### config.mk
export PLATFORM = sky130hd
export DESIGN_NAME = async_reset_seq
export DESIGN_NICKNAME = d
export VERILOG_FILES = /design/src/rtl/async_reset_seq_pkg.sv /design/src/rtl/async_reset_seq_req_capture.sv /design/src/rtl/async_reset_seq.sv
export SDC_FILE = /design/constraint.sdc
export NUM_CORES = 1
export LEC_CHECK = 0
export CAP_MARGIN = 20
export CORE_UTILIZATION = 51
export CTS_CLUSTER_SIZE = 14
export DETAILED_ROUTE_END_ITERATION = 10
export GPL_TIMING_DRIVEN = 0
export HOLD_SLACK_MARGIN = 0.05
export PLACE_DENSITY = 0.73
export SYNTH_ARGS = -nofsm -noshare
export SYNTH_HDL_FRONTEND = slang
export SYNTH_SLANG_ARGS = --single-unit
export TNS_END_PERCENT = 5
### constraint.sdc
create_clock -name clk -period 2.5 [get_ports clk]
set_clock_uncertainty 0.1 [all_clocks]
set_input_delay 0.5 -clock clk [delete_from_list [all_inputs] [get_ports clk]]
set_output_delay 0.5 -clock clk [all_outputs]
set_load 0.05 [all_outputs]
### src/rtl/async_reset_seq_pkg.sv
// Shared definitions for the reset controller: FSM states, cause-bit layout
// and a constant-evaluable log2 helper.
package async_reset_seq_pkg;

    typedef enum logic [1:0] {
        ST_IDLE    = 2'd0,
        ST_ASSERT  = 2'd1,
        ST_HOLD    = 2'd2,
        ST_RELEASE = 2'd3
    } state_e;

    localparam int CAUSE_MASTER   = 0;
    localparam int CAUSE_SRC_BASE = 1;

    function automatic int cause_sw(input int num_src);
        return num_src + 1;
    endfunction

    function automatic int clog2(input int value);
        int r;
        int v;
        r = 0;
        v = value - 1;
        while (v > 0) begin
            r = r + 1;
            v = v >> 1;
        end
        return r;
    endfunction

endpackage

### src/rtl/async_reset_seq_req_capture.sv
// One asynchronous reset request: an async-set capture flop that turns
// sub-cycle glitches into a full-cycle pulse, followed by a synchroniser.
module async_req_capture #(
    parameter int STAGES = 2
) (
    input  logic clk_i,
    input  logic rst_i,
    input  logic req_i,
    output logic req_s_o
);

    logic              cap_q;
    logic [STAGES-1:0] sync_q;

    // Held set while the request is high; cleared on the first edge after it drops.
    always_ff @(posedge clk_i or posedge req_i) begin
        if (req_i) cap_q <= 1'b1;
        else       cap_q <= 1'b0;
    end

    always_ff @(posedge clk_i or posedge rst_i) begin
        if (rst_i) sync_q <= '1;
        else       sync_q <= {sync_q[STAGES-2:0], cap_q};
    end

    assign req_s_o = sync_q[STAGES-1];

endmodule

### src/rtl/async_reset_seq.sv
// Multi-source reset controller: merges master, external and software resets,
// stretches the result and releases the reset domains one after another.
module async_reset_seq
    import async_reset_seq_pkg::*;
#(
    parameter int NUM_SRC     = 3,
    parameter int SYNC_STAGES = 2,
    parameter int HOLD_CYCLES = 4,
    parameter int NUM_OUT     = 3,
    parameter int STAGGER     = 2
) (
    input  logic                 clk,
    input  logic                 async_reset_in,
    input  logic [NUM_SRC-1:0]   src_req_in,
    input  logic                 sw_req,
    input  logic                 cause_clr,
    output logic [NUM_OUT-1:0]   reset_out,
    output logic                 busy,
    output logic [NUM_SRC+1:0]   cause,
    output logic                 cause_valid
);

    localparam int CNT_W    = clog2(((HOLD_CYCLES > STAGGER) ? HOLD_CYCLES : STAGGER) + 1);
    localparam int IDX_W    = clog2(NUM_OUT + 1);
    localparam int CW       = NUM_SRC + 2;
    localparam int CAUSE_SW = cause_sw(NUM_SRC);
    localparam logic [CW-1:0] CAUSE_RST = CW'(1) << CAUSE_MASTER;

    logic [SYNC_STAGES-1:0] mst_sync_q;
    logic                   rst_s;
    logic [NUM_SRC-1:0]     req_s;
    logic                   req_any;

    state_e             state_q, state_d;
    logic [CNT_W-1:0]   cnt_q, cnt_d;
    logic [IDX_W-1:0]   idx_q, idx_d;
    logic [NUM_OUT-1:0] rout_q, rout_d;
    logic               busy_q;
    logic [CW-1:0]      cause_q, cause_d, cause_set;
    logic               cv_q;

    // Master release: asserted asynchronously, released through the chain.
    always_ff @(posedge clk or posedge async_reset_in) begin
        if (async_reset_in) mst_sync_q <= '1;
        else                mst_sync_q <= {mst_sync_q[SYNC_STAGES-2:0], 1'b0};
    end
    assign rst_s = mst_sync_q[SYNC_STAGES-1];

    for (genvar i = 0; i < NUM_SRC; i++) begin : g_src
        async_req_capture #(.STAGES(SYNC_STAGES)) u_cap (
            .clk_i   (clk),
            .rst_i   (async_reset_in),
            .req_i   (src_req_in[i]),
            .req_s_o (req_s[i])
        );
    end

    assign req_any = rst_s | (|req_s) | sw_req;

    always_comb begin
        state_d = state_q;
        cnt_d   = cnt_q;
        idx_d   = idx_q;
        rout_d  = rout_q;
        case (state_q)
            ST_IDLE: begin
                if (req_any) begin
                    state_d = ST_ASSERT;
                    rout_d  = '1;
                end
            end
            ST_ASSERT: begin
                rout_d = '1;
                if (!req_any) begin
                    state_d = ST_HOLD;
                    cnt_d   = '0;
                end
            end
            ST_HOLD: begin
                if (req_any) begin
                    state_d = ST_ASSERT;
                    rout_d  = '1;
                end else if (cnt_q == CNT_W'(HOLD_CYCLES - 1)) begin
                    rout_d[0] = 1'b0;
                    cnt_d     = '0;
                    idx_d     = IDX_W'(1);
                    state_d   = (NUM_OUT == 1) ? ST_IDLE : ST_RELEASE;
                end else begin
                    cnt_d = cnt_q + CNT_W'(1);
                end
            end
            ST_RELEASE: begin
                if (req_any) begin
                    state_d = ST_ASSERT;
                    rout_d  = '1;
                    cnt_d   = '0;
                end else if (cnt_q == CNT_W'(STAGGER - 1)) begin
                    for (int k = 1; k < NUM_OUT; k++) begin
                        if (idx_q == IDX_W'(k)) rout_d[k] = 1'b0;
                    end
                    cnt_d = '0;
                    idx_d = idx_q + IDX_W'(1);
                    if (idx_q == IDX_W'(NUM_OUT - 1)) state_d = ST_IDLE;
                end else begin
                    cnt_d = cnt_q + CNT_W'(1);
                end
            end
            default: begin
                state_d = ST_ASSERT;
                rout_d  = '1;
            end
        endcase
    end

    // Request synchronisers are preset alongside the master chain, so their
    // ones during master release are not real source causes.
    always_comb begin
        cause_set                            = '0;
        cause_set[CAUSE_MASTER]              = rst_s;
        cause_set[CAUSE_SRC_BASE +: NUM_SRC] = req_s & {NUM_SRC{~rst_s}};
        cause_set[CAUSE_SW]                  = sw_req;
        cause_d = ((cause_clr && (state_q == ST_IDLE)) ? '0 : cause_q) | cause_set;
    end

    always_ff @(posedge clk or posedge async_reset_in) begin
        if (async_reset_in) begin
            state_q <= ST_ASSERT;
            cnt_q   <= '0;
            idx_q   <= '0;
            rout_q  <= '1;
            busy_q  <= 1'b1;
            cause_q <= CAUSE_RST;
            cv_q    <= 1'b1;
        end else begin
            state_q <= state_d;
            cnt_q   <= cnt_d;
            idx_q   <= idx_d;
            rout_q  <= rout_d;
            busy_q  <= (state_d != ST_IDLE);
            cause_q <= cause_d;
            cv_q    <= |cause_d;
        end
    end

    assign reset_out   = rout_q;
    assign busy        = busy_q;
    assign cause       = cause_q;
    assign cause_valid = cv_q;

endmodule

; Word level (Yosys, flattened, before mapping)
; Index checks and enable logic that the tools add are counted.
; Widths: inputs -> output; s select.
[op_classes]
add_sub_neg = 2
eq_ne = 19
n_mux = 30
bitwise_logic = 5
n_reduce_logical = 12
[op_table]
columns = operator, n
row1 = $mux 2, 14
row2 = $mux 3, 6
row3 = $ne 2x2->1 const B, 8
row4 = $ne 3x3->1 const B, 4
row5 = $pmux 3 s4, 1
row6 = $pmux 3 s3, 1
row7 = $pmux 2 s4, 1
row8 = $reduce_and 4->1, 2
row9 = $eq 2x2->1 const B, 3
row10 = $reduce_and 3->1, 2
row11 = $mux 1, 5
row12 = $mux 5, 1
row13 = $or 5x5->5, 1
row14 = $reduce_and 5->1, 1
row15 = $reduce_or 5->1, 1
row16 = $eq 2x1->1 const B, 2
row17 = $pmux 2 s2, 1
row18 = $reduce_bool 2->1, 2
row19 = $add 3x1->3 const B, 1
row20 = $and 3x3->3, 1
row21 = $eq 3x1->1 const B, 1
row22 = $eq 3x2->1 const B, 1
row23 = $reduce_bool 3->1, 1
row24 = $reduce_or 3->1, 1
row25 = other kinds (5), 6
[word_totals]
regBits = 28
inputBits = 7
out_inout_bits = 10
wordCells = 84

; Longest topological paths before layout
; Gate-level depths: netlist of run 1.
[depth]
word_depth = 6
mapped_depth = 6

; Modules after synthesis
; From an unflattened synthesis of run 1, not the netlist that was laid out.
[unflattened]
cells_unflattened = 100
area_unflattened_um2 = 1173.6
[by_module_without_submodules]
columns = mod, instances, cells_per_inst, area_per_inst_um2, seq_area_each_um2
row1 = async_reset_seq, 1, 82, 903.4, 486.7
row2 = async_req_capture, 3, 6, 90.1, 78.8

; Worst setup path after synthesis of run 1
; No wires, ideal clock.
[synth_path]
kind = flip-flop to flip-flop
from = reg cnt_q[0]
to = reg cnt_q[0]
arrival_ps = 1316
t_required_ps = 2321
path_slack_ps = 1005
stages_incl_launch_ff = 7
n_path_buf = 0
synth_period_minus_slack_ps = 1495
path_cell_list = dfrtp_1 -> ha_1 -> ha_1 -> nor2b_1 -> nor2_1 -> nand3_1 -> mux2i_1
[synth_between]
elab_chain_cells = 4
[synth_rtl]
columns = item, line
row1 = "start, declared", async_reset_seq.sv:35  ; logic [CNT_W-1:0] cnt_q, cnt_d;
row2 = "start signal, assigned", async_reset_seq.sv:136  ; cnt_q <= cnt_d;
row3 = "$add 3x1->3, or another cell as far along", "async_reset_seq.sv:89, async_reset_seq.sv:105"
row4 = $mux 3 (on tied branches), "async_reset_seq.sv:97, async_reset_seq.sv:83"
row5 = $mux 3 (on tied branches), "async_reset_seq.sv:93, async_reset_seq.sv:80"
row6 = $pmux 3 s3 (*), async_reset_seq.sv:65  ; case (state_q)
; Mark *: on every way between the ends. The rest lies on a longest branch, timed or not. The select of a mux whose other input is x is not followed.
; A chain may end at the register's enable or synchronous reset.

; Worst setup path after layout of run 1
[layout_path]
from = reg cause_q[0], in the netlist cause[0]
to = out cause[0]
[layout_lines]
columns = item, line
row1 = "start, declared", async_reset_seq.sv:39  ; logic [CW-1:0] cause_q, cause_d, cause_set;
row2 = "start signal, assigned", async_reset_seq.sv:140  ; cause_q <= cause_d;
row3 = "end, declared", async_reset_seq.sv:19  ; output logic [NUM_SRC+1:0] cause,
; No word-level cell between the ends.

==> results of run 1 <==
## path summary, 6_finish.rpt
kind	startpoint	to	slack, ns	cells past startpoint
setup / recovery	cause[0]	cause[0]	0.22	1
hold / removal	g_src[1].u_cap.cap_q	g_src[1].u_cap.sync_q[0]	0.27	0
setup reg to reg	cnt_q[0]	cnt_q[0]	0.86	6
hold reg to reg	g_src[1].u_cap.cap_q	g_src[1].u_cap.sync_q[0]	0.27	0
max in group asynchronous	async_reset_in	cnt_q[0]	1.19	2
min in group asynchronous	src_req_in[0]	g_src[0].u_cap.cap_q	0.35	2
## routing by layer
| metal | share of wire, % | vias up | track usage, % | wire (µm) |
|---|---|---|---|---|
| met5 | 0 | - | 0 | 0 |
| met4 | 0.81 | 0 | 6.86 | 14 |
| met3 | 2.9 | 2 | 3.12 | 50 |
| met2 | 51 | 17 | 28.3 | 881 |
| met1 | 45 | 345 | 22.8 | 777 |
| li1 | - | 357 | - | - |
## power by group through the flow
| stage | registers, mW | logic [mW] | clock network [mW] |
|---|---|---|---|
| floorplan | 0.496 | 0.0215 | 0 |
| global placement | 0.489 | 0.0480 | 0 |
| detailed placement | 0.490 | 0.0498 | 0 |
| CTS | 0.482 | 0.0501 | 0.222 |
| global route | 0.484 | 0.0551 | 0.240 |
| finish | 0.482 | 0.0490 | 0.213 |
## cells in the mapped netlist, drive strengths merged, types with 2 or more instances
cell type	number	area share, %
nor2b	2	1.1
a21o	3	2.0
dfrtp	10	22
inv	13	4.3
nand3	2	0.88
a211o	2	1.5
mux2i	2	1.8
ha	6	6.6
nor2	4	1.3
nand2	12	4.0
dfstp	18	42
o21ai	6	2.7
## registers in the layout, indices dropped and copies added, names as in the netlist
register and flops:
cause 5, cause_valid 1, cnt_q 3, reset_out 3, g_src.u_cap.cap_q 3, mst_sync_q 2
g_src.u_cap.sync_q 6, state_q 2, busy 1, idx_q 2
## layout make-up
type | count | area (µm²) | share of cell area [%]
plain buffers | 2 | 15.0 | 1.09
clock buffers | 4 | 36.3 | 2.64
inverters | 13 | 48.8 | 3.55
multi-input cells | 55 | 357 | 26.0
flip-flops and latches | 28 | 723 | 52.6
well taps | 27 | 33.8 | 2.46
repair buffers | 16 | 160 | 11.7
## kinds of logic after synthesis
group,after synthesis,share of synthesized area (%)
simple gates,25,10.3
buf+inv,15,5.64
flops,28,63.9
fa+ha+maj,7,7.62
mux,2,1.77
other cells,1,0.331
compound gates,17,10.5
==> results.txt, run 1 <==
Commonest non-fill, non-tap cell in the layout: dfstp_2
Syn-to-layout area delta: 21.3%
Maxcap violations: 0
Fmax: 0.438 GHz
Post-Syn Instances: 95
Die Ht: 49.1 µm
Worst setup EP type: output pin
Post-detail-place hpwl: 1.32 mm
Register area share after synthesis: 63.9%
Routed WL: 1.72 mm
Clock sink total: 28
DP Worst Slack: 0.518 ns
Grt ovf: 0
Number of setup buffers added after CTS: 0
CP Launch Type: flop
Worst-path maximum fanout: 3
CTS H-tree lvls: 1
Fin util: 67.9%
Final Cycle Share: 91.4%
Total number of vias: 721
Min Tclk post-route: 2.28 ns
# setup viols final: 0
Root buffer cell: clkbuf_4
N_diodes: 0
Most common flop cell mapped by yosys: dfstp_2
FF+latch count, synth: 28
Psw: 0.161 mW
Worst path slowest cell: clkdlybuf4s50_1
Syn Std Cell Area: 1130 µm²
Routed Antenna Nets: 0
WP data arrival: 1.68 ns
Final hold slack: 0.266 ns
Synth warn: 0
Die ar.: 2410 µm²
Pin count of the biggest net entering global routing: 26
Cell Chain, Critical Path: clkdlybuf4s50_1
Library cells used by synthesis: 27
Wire per inst: 11.9 µm
Initial core utilization: 56.0%
CP Buf/Inv Count: 1
Pins over their slew limit: 0
Drt initial violations: 8
I/O Buffers: 16
Number of synthesized flops with an enable pin: 0
Placed Cells: 141
Most frequent cells in the layout: dfstp_2, clkdlybuf4s50_1, inv_1, nand2_1, dfrtp_1
Status: complete, no violations
Tot Pwr: 0.744 mW
Cell family with most CP delay: buffers and inverters
CTS tree: built
LEAKAGE: 0.596 nW
RSZ-0062 raised after global routing: no
Int Pwr: 0.584 mW
# fillers: 165
Worst-case clock buffer depth: 2
Site Rows: 16
Core footprint: 2020 µm²
All-Layer GR Usage: 17.3%
Global-route wire length before repair: 3.14 mm
Sequential power share: 64.8%
Min-delay worst type: flop to flop
Die X: 49.1 µm
Net count reported at finish: 132
Worst-skew pair later-pin latency: 0.31 ns
Remaining DRCs: 0
CTS buffer count: 3
Hold_buf cts: 0
Sw Share: 21.6%
Boundary pin count: 17
Comb pwr share: 6.6%
Post-CTS resize count: 0
DP Area: 1340 µm²
Crit path kind: flop to output pin
Req. time, crit path: 1.90 ns
Clock power frac: 28.6%
Routed vias/inst: 4.97
Critical path's largest stage delay: 0.80 ns
Slew @ Worst Pin: 0.907 ns
Finished Layout Cells: 145
Slew headroom: 39.5%
Final Hold Violating Endpoints: 0
Total Neg Setup Slack: 0 ns
Power Dens Cells: 542 nW/µm²
Syn_area_per_cell: 11.9 µm²
Worst setup margin: 0.216 ns
Final instance area: 1370 µm²
Clock transition at path regs: 0.14 ns
VDD IR-drop max: 0.434 mV
Initial antenna violation count: 0
Asr flop ratio synth: 100%
GPL Wtd Cong: 0.776
Fraction of layout cells with a size suffix above 1: 21.2%
Vias in the first global route: 746
First-pass DRT Iterations: 4
No activity file was read; power rests on OpenSTA's default activity.
==> run 2, diff against run 1 <==
--- a/config.mk
+++ b/config.mk
@@ -5,13 +5,15 @@
 export SDC_FILE = /design/constraint.sdc
 export NUM_CORES = 1
 export LEC_CHECK = 0
+export ABC_AREA = 1
 export CAP_MARGIN = 20
+export CORE_ASPECT_RATIO = 0.9
 export CORE_UTILIZATION = 51
 export CTS_CLUSTER_SIZE = 14
 export DETAILED_ROUTE_END_ITERATION = 10
 export GPL_TIMING_DRIVEN = 0
 export HOLD_SLACK_MARGIN = 0.05
-export PLACE_DENSITY = 0.73
+export PLACE_DENSITY = 0.72
 export SYNTH_ARGS = -nofsm -noshare
 export SYNTH_HDL_FRONTEND = slang
 export SYNTH_SLANG_ARGS = --single-unit
==> run 2 against run 1 <==
  * Routed wire length rose by 13%
  * Die area rose by 9.8%
  * Sequential share of layout area fell by 4.6 points
  * Register-to-register slack improved by 0.18 ns
  * Synthesized cell count rose by 32%
  * Clock power rose by 33%
  * Highest routed layer unchanged
==> results.txt, run 2 <==
All-Layer GR Usage: 18.0%
Asr flop ratio synth: 100%
Int Pwr: 0.666 mW
Total Neg Setup Slack: 0 ns
Worst r2r src: cnt_q[0]
Hold worst-path end: g_src[2].u_cap.sync_q[1]
Pin count of the biggest net entering global routing: 26
Vias in the first global route: 796
Worst path slowest cell: clkdlybuf4s50_1
Routed vias/inst: 4.81
Worst-path maximum fanout: 2
Most frequent cell after synthesis: nand2_1
Reg2Reg Depth: 7
GR peak layer: met2
Sw Share: 21.2%
Hold path depth: 0
Boundary pin count: 17
Most common flop cell mapped by yosys: dfstp_2
Fmax: 0.440 GHz
Clock transition at path regs: 0.14 ns
Finished Layout Cells: 175
Final hold slack: 0.264 ns
Syn_area_per_cell: 9.98 µm²
Worst-case clock buffer depth: 2
Root buffer cell: clkbuf_4
Most frequent cells in the layout: nand2_1, inv_1, dfstp_2, clkdlybuf4s50_1, dfrtp_1
Post-CTS resize count: 0
CTS H-tree lvls: 1
Commonest non-fill, non-tap cell in the layout: nand2_1
Site Rows: 16
Global-route wire length before repair: 3.42 mm
Final Cycle Share: 91.0%
Sequential power share: 57.8%
Min Tclk post-route: 2.27 ns
FF+latch count, synth: 28
Initial core utilization: 55.6%
Initial antenna violation count: 0
DP Worst Slack: 0.590 ns
R2r setup slk: 1.04 ns
VDD IR-drop max: 0.912 mV
Syn Std Cell Area: 1250 µm²
CTS buffer count: 3
Status: complete, no violations
GPL Wtd Cong: 0.842
Pins over their slew limit: 0
Tot Pwr: 0.845 mW
# setup viols final: 0
Post-Syn Instances: 125
Number of setup buffers added after CTS: 0
Setup crit start: reset_out[0]
Wire per inst: 11.1 µm
Yosys top cell area share: 37.9%
RSZ-0062 raised after global routing: no
Core footprint: 2240 µm²
Routed Antenna Nets: 0
Die X: 54.1 µm
Worst setup margin: 0.226 ns
Number of synthesized flops with an enable pin: 0
Met2 Use GR: 26.2%
Worst-skew pair later-pin latency: 0.32 ns
Met1 Usage GRT: 25.9%
First-pass DRT Iterations: 4
Register area share after synthesis: 58.0%
Comb pwr share: 8.6%
Syn-to-layout area delta: 20.7%
Slew headroom: 42.8%
Max reg flops: 6
Post-detail-place hpwl: 1.52 mm
Cell Chain, Critical Path: clkdlybuf4s50_1
N_diodes: 0
Min-delay worst type: flop to flop
Req. time, crit path: 1.90 ns
Final Hold Violating Endpoints: 0
Hold_buf cts: 0
CTS tree: built
Slew @ Worst Pin: 0.857 ns
CP Buf/Inv Count: 1
I/O Buffers: 16
Cell accounting for the most synthesized area: dfstp_2
Synth warn: 0
Net count reported at finish: 162
Total number of vias: 842
Worst setup EP type: output pin
Library cells used by synthesis: 23
Psw: 0.179 mW
Hold_sp: g_src[2].u_cap.sync_q[0]
Placed Cells: 171
Critical path's largest stage delay: 0.80 ns
Clock sink total: 28
Cell family with most CP delay: buffers and inverters
Fraction of layout cells with a size suffix above 1: 25.7%
Die ar.: 2650 µm²
Drt initial violations: 19
LEAKAGE: 0.691 nW
Maxcap violations: 0
Dominant cells by area after synthesis: dfstp_2, dfrtp_1, nand2_1
CP Launch Type: flop
Worst r2r dst: idx_q[1]
Die Ht: 48.9 µm
Clock power frac: 33.6%
Crit path kind: flop to output pin
Met3 Use GR: 5.92%
Grt ovf: 0
# fillers: 188
WP data arrival: 1.67 ns
Routed WL: 1.94 mm
Power Dens Cells: 562 nW/µm²
Remaining DRCs: 0
Biggest register: g_src.u_cap.sync_q
Post-synth top cells: nand2_1, dfstp_2, inv_1
-- run 2: cells by family (layout without fill, tap and decap cells) --
family	count (synthesis)	count (layout)	synth area share [%]
AO/OA/AOI/OAI	10	10	5.02
adder cells (fa/ha/maj)	6	6	6.02
buffers and inverters	22	42	6.62
flip-flops	28	28	58.0
other	1	4	0.301
AND/OR/NAND/NOR	58	58	24.1
-- run 2: metal layers --
metal,part of all wire [%],vias to the layer above,routed length [µm]
li1,-,430,-
met1,48,390,930
met2,46,20,891
met3,5.5,2,107
met4,0.67,0,13
met5,0,-,0
-- run 2: stage by stage --
| step | area, µm² | util [%] |
|---|---|---|
| 2_1_floorplan | 1260 | - |
| 3_3_place_gp | 1450 | 64.8 |
| 3_5_place_dp | 1450 | 64.8 |
| 4_1_cts | 1510 | 67.1 |
| 5_1_grt | 1510 | 67.1 |
| 6_report | 1510 | 67.1 |
-- run 2: worst max path at each step --
stage	endpoint	slack, ns	depth (start not counted)
detailed placement	reset_out[0]	0.59	1
floorplan	cnt_q[1]	1.21	7
finish	reset_out[0]	0.23	1
CTS	reset_out[0]	0.20	1
global route	reset_out[0]	0.16	1
global placement	reset_out[0]	0.59	1
-- run 2: layout make-up --
cell class	count	area, µm²	area share [%]
clock buffers	3	22.5	1.50
clock inverters	1	30.0	2.00
inverters	22	82.6	5.49
multi-input cells	78	453	30.1
flip-flops and latches	28	723	48.0
well taps	27	33.8	2.24
repair buffers	16	160	10.6
-- run 2: power groups by stage --
stage	clock network, mW	logic (mW)	registers [mW]
after floorplan	0	0.0308	0.511
after global placement	0	0.0723	0.495
after detailed placement	0	0.0736	0.496
after CTS	0.296	0.0739	0.489
after global routing	0.316	0.0817	0.491
final	0.284	0.0729	0.488
==> run 3, diff against run 2 <==
--- a/config.mk
+++ b/config.mk
@@ -11,7 +11,6 @@
 export CORE_UTILIZATION = 51
 export CTS_CLUSTER_SIZE = 14
 export DETAILED_ROUTE_END_ITERATION = 10
-export GPL_TIMING_DRIVEN = 0
 export HOLD_SLACK_MARGIN = 0.05
 export PLACE_DENSITY = 0.72
 export SYNTH_ARGS = -nofsm -noshare
==> run 3 against run 2 <==
  * Sequential power about the same
  * Fmax is 0.24% lower
  * Register-to-register slack lost 0.03 ns
  * Via count is 2.4% higher
  * Setup slack got worse by 0.0054 ns
  * Clock power increased by 2%
  * Combinational power grew 2.7%
  * Cell area increased by 0.50%
  * Non-clock buffer count rose by 1
==> results.txt, run 3 (synthesis results as in run 2) <==
Slew @ Worst Pin: 0.500 ns
Sequential power share: 57.2%
Clock transition at path regs: 0.14 ns
Worst r2r dst: idx_q[1]
Most frequent cells in the layout: nand2_1, inv_1, dfstp_2, clkdlybuf4s50_1, dfrtp_1
Min-delay worst type: input pin to async pin
Slew headroom: 66.5%
First-pass DRT Iterations: 4
Vias in the first global route: 816
CTS buffer count: 3
RSZ-0062 raised after global routing: no
Initial antenna violation count: 0
Wire per inst: 10.9 µm
Worst r2r src: cnt_q[0]
Cell Chain, Critical Path: clkdlybuf4s50_1
R2r setup slk: 1.01 ns
# setup viols final: 0
Fraction of layout cells with a size suffix above 1: 26.2%
Final Hold Violating Endpoints: 0
Post-detail-place hpwl: 1.49 mm
Maxcap violations: 0
Grt ovf: 0
Final hold slack: 0.248 ns
All-Layer GR Usage: 17.8%
Drt initial violations: 17
Max reg flops: 6
Cell family with most CP delay: buffers and inverters
Reg2Reg Depth: 7
VDD IR-drop max: 0.580 mV
Core footprint: 2240 µm²
Pin count of the biggest net entering global routing: 21
Die ar.: 2650 µm²
Worst setup margin: 0.220 ns
Syn-to-layout area delta: 21.3%
Die Ht: 48.9 µm
CP Buf/Inv Count: 1
Global-route wire length before repair: 3.43 mm
Fin util: 67.5%
GPL Wtd Cong: 0.860
Worst setup EP type: output pin
Crit path kind: flop to output pin
Fmax: 0.439 GHz
Sw Share: 21.7%
WP data arrival: 1.68 ns
Post-CTS resize count: 0
Routed vias/inst: 4.90
Worst-path maximum fanout: 2
LEAKAGE: 0.696 nW
Routed WL: 1.92 mm
Pins over their slew limit: 0
Clock power frac: 34.0%
Finished Layout Cells: 176
Die X: 54.1 µm
Comb pwr share: 8.8%
CTS H-tree lvls: 1
# fillers: 190
Total Neg Setup Slack: 0 ns
Power Dens Cells: 564 nW/µm²
Site Rows: 16
Number of setup buffers added after CTS: 0
CTS tree: built
Int Pwr: 0.667 mW
Psw: 0.185 mW
I/O Buffers: 16
Final Cycle Share: 91.2%
Net count reported at finish: 163
Total number of vias: 862
Status: complete, no violations
Placed Cells: 172
N_diodes: 0
Req. time, crit path: 1.90 ns
Boundary pin count: 17
Critical path's largest stage delay: 0.79 ns
Remaining DRCs: 0
Worst-skew pair later-pin latency: 0.33 ns
Routed Antenna Nets: 0
Worst path slowest cell: clkdlybuf4s50_1
CP Launch Type: flop
Root buffer cell: clkbuf_4
Initial core utilization: 55.6%
Clock sink total: 28
DP Worst Slack: 0.594 ns
Biggest register: g_src.u_cap.sync_q
Worst-case clock buffer depth: 2
Commonest non-fill, non-tap cell in the layout: nand2_1
Min Tclk post-route: 2.28 ns
Hold_buf cts: 0
-- run 3: cell types whose count changed in the layout (fill, tap and decap cells not counted) --
cell   before  now
buf_4       0    1
-- run 3: area by class of cell --
| class | count | area (µm²) | share of cell area (%) |
|---|---|---|---|
| multi-input cells | 78 | 453 | 29.9 |
| clock inverters | 1 | 30.0 | 1.99 |
| inverters | 22 | 82.6 | 5.46 |
| well taps | 27 | 33.8 | 2.23 |
| clock buffers | 3 | 22.5 | 1.49 |
| flip-flops and latches | 28 | 723 | 47.8 |
| repair buffers | 17 | 168 | 11.1 |
-- run 3: metrics by stage --
stage                     instance area [µm²]  power (mW)
after floorplan                          1260       0.542
after global placement                   1460       0.569
after detailed placement                 1460       0.571
after CTS                                1510       0.863
after global routing                     1510       0.894
final                                    1510       0.853
-- run 3: power groups by stage --
| stage | combinational [mW] | clock (mW) | sequential (mW) |
|---|---|---|---|
| 2_1_floorplan | 0.0308 | 0 | 0.511 |
| 3_3_place_gp | 0.0744 | 0 | 0.494 |
| 3_5_place_dp | 0.0755 | 0 | 0.496 |
| 4_1_cts | 0.0758 | 0.300 | 0.488 |
| 5_1_grt | 0.0830 | 0.321 | 0.490 |
| 6_report | 0.0749 | 0.290 | 0.488 |
-- run 3: how the worst max path moves through the flow --
| stage | start | to | slack, ns | depth (start not counted) |
|---|---|---|---|---|
| finish | cause[0] | cause[0] | 0.22 | 1 |
| global route | cause_valid | cause_valid | 0.16 | 1 |
| global placement | reset_out[0] | reset_out[0] | 0.60 | 1 |
| floorplan | sw_req | cnt_q[1] | 1.21 | 7 |
| CTS | reset_out[1] | reset_out[1] | 0.20 | 1 |
| detailed placement | reset_out[1] | reset_out[1] | 0.59 | 1 |
-- run 3: per-layer routing --
| layer | share of wire, % | track usage, % |
|---|---|---|
| met3 | 5.9 | 6.85 |
| met2 | 44 | 25.4 |
| met5 | 0 | 0 |
| met1 | 49 | 25.8 |
| met4 | 0.47 | 3.85 |
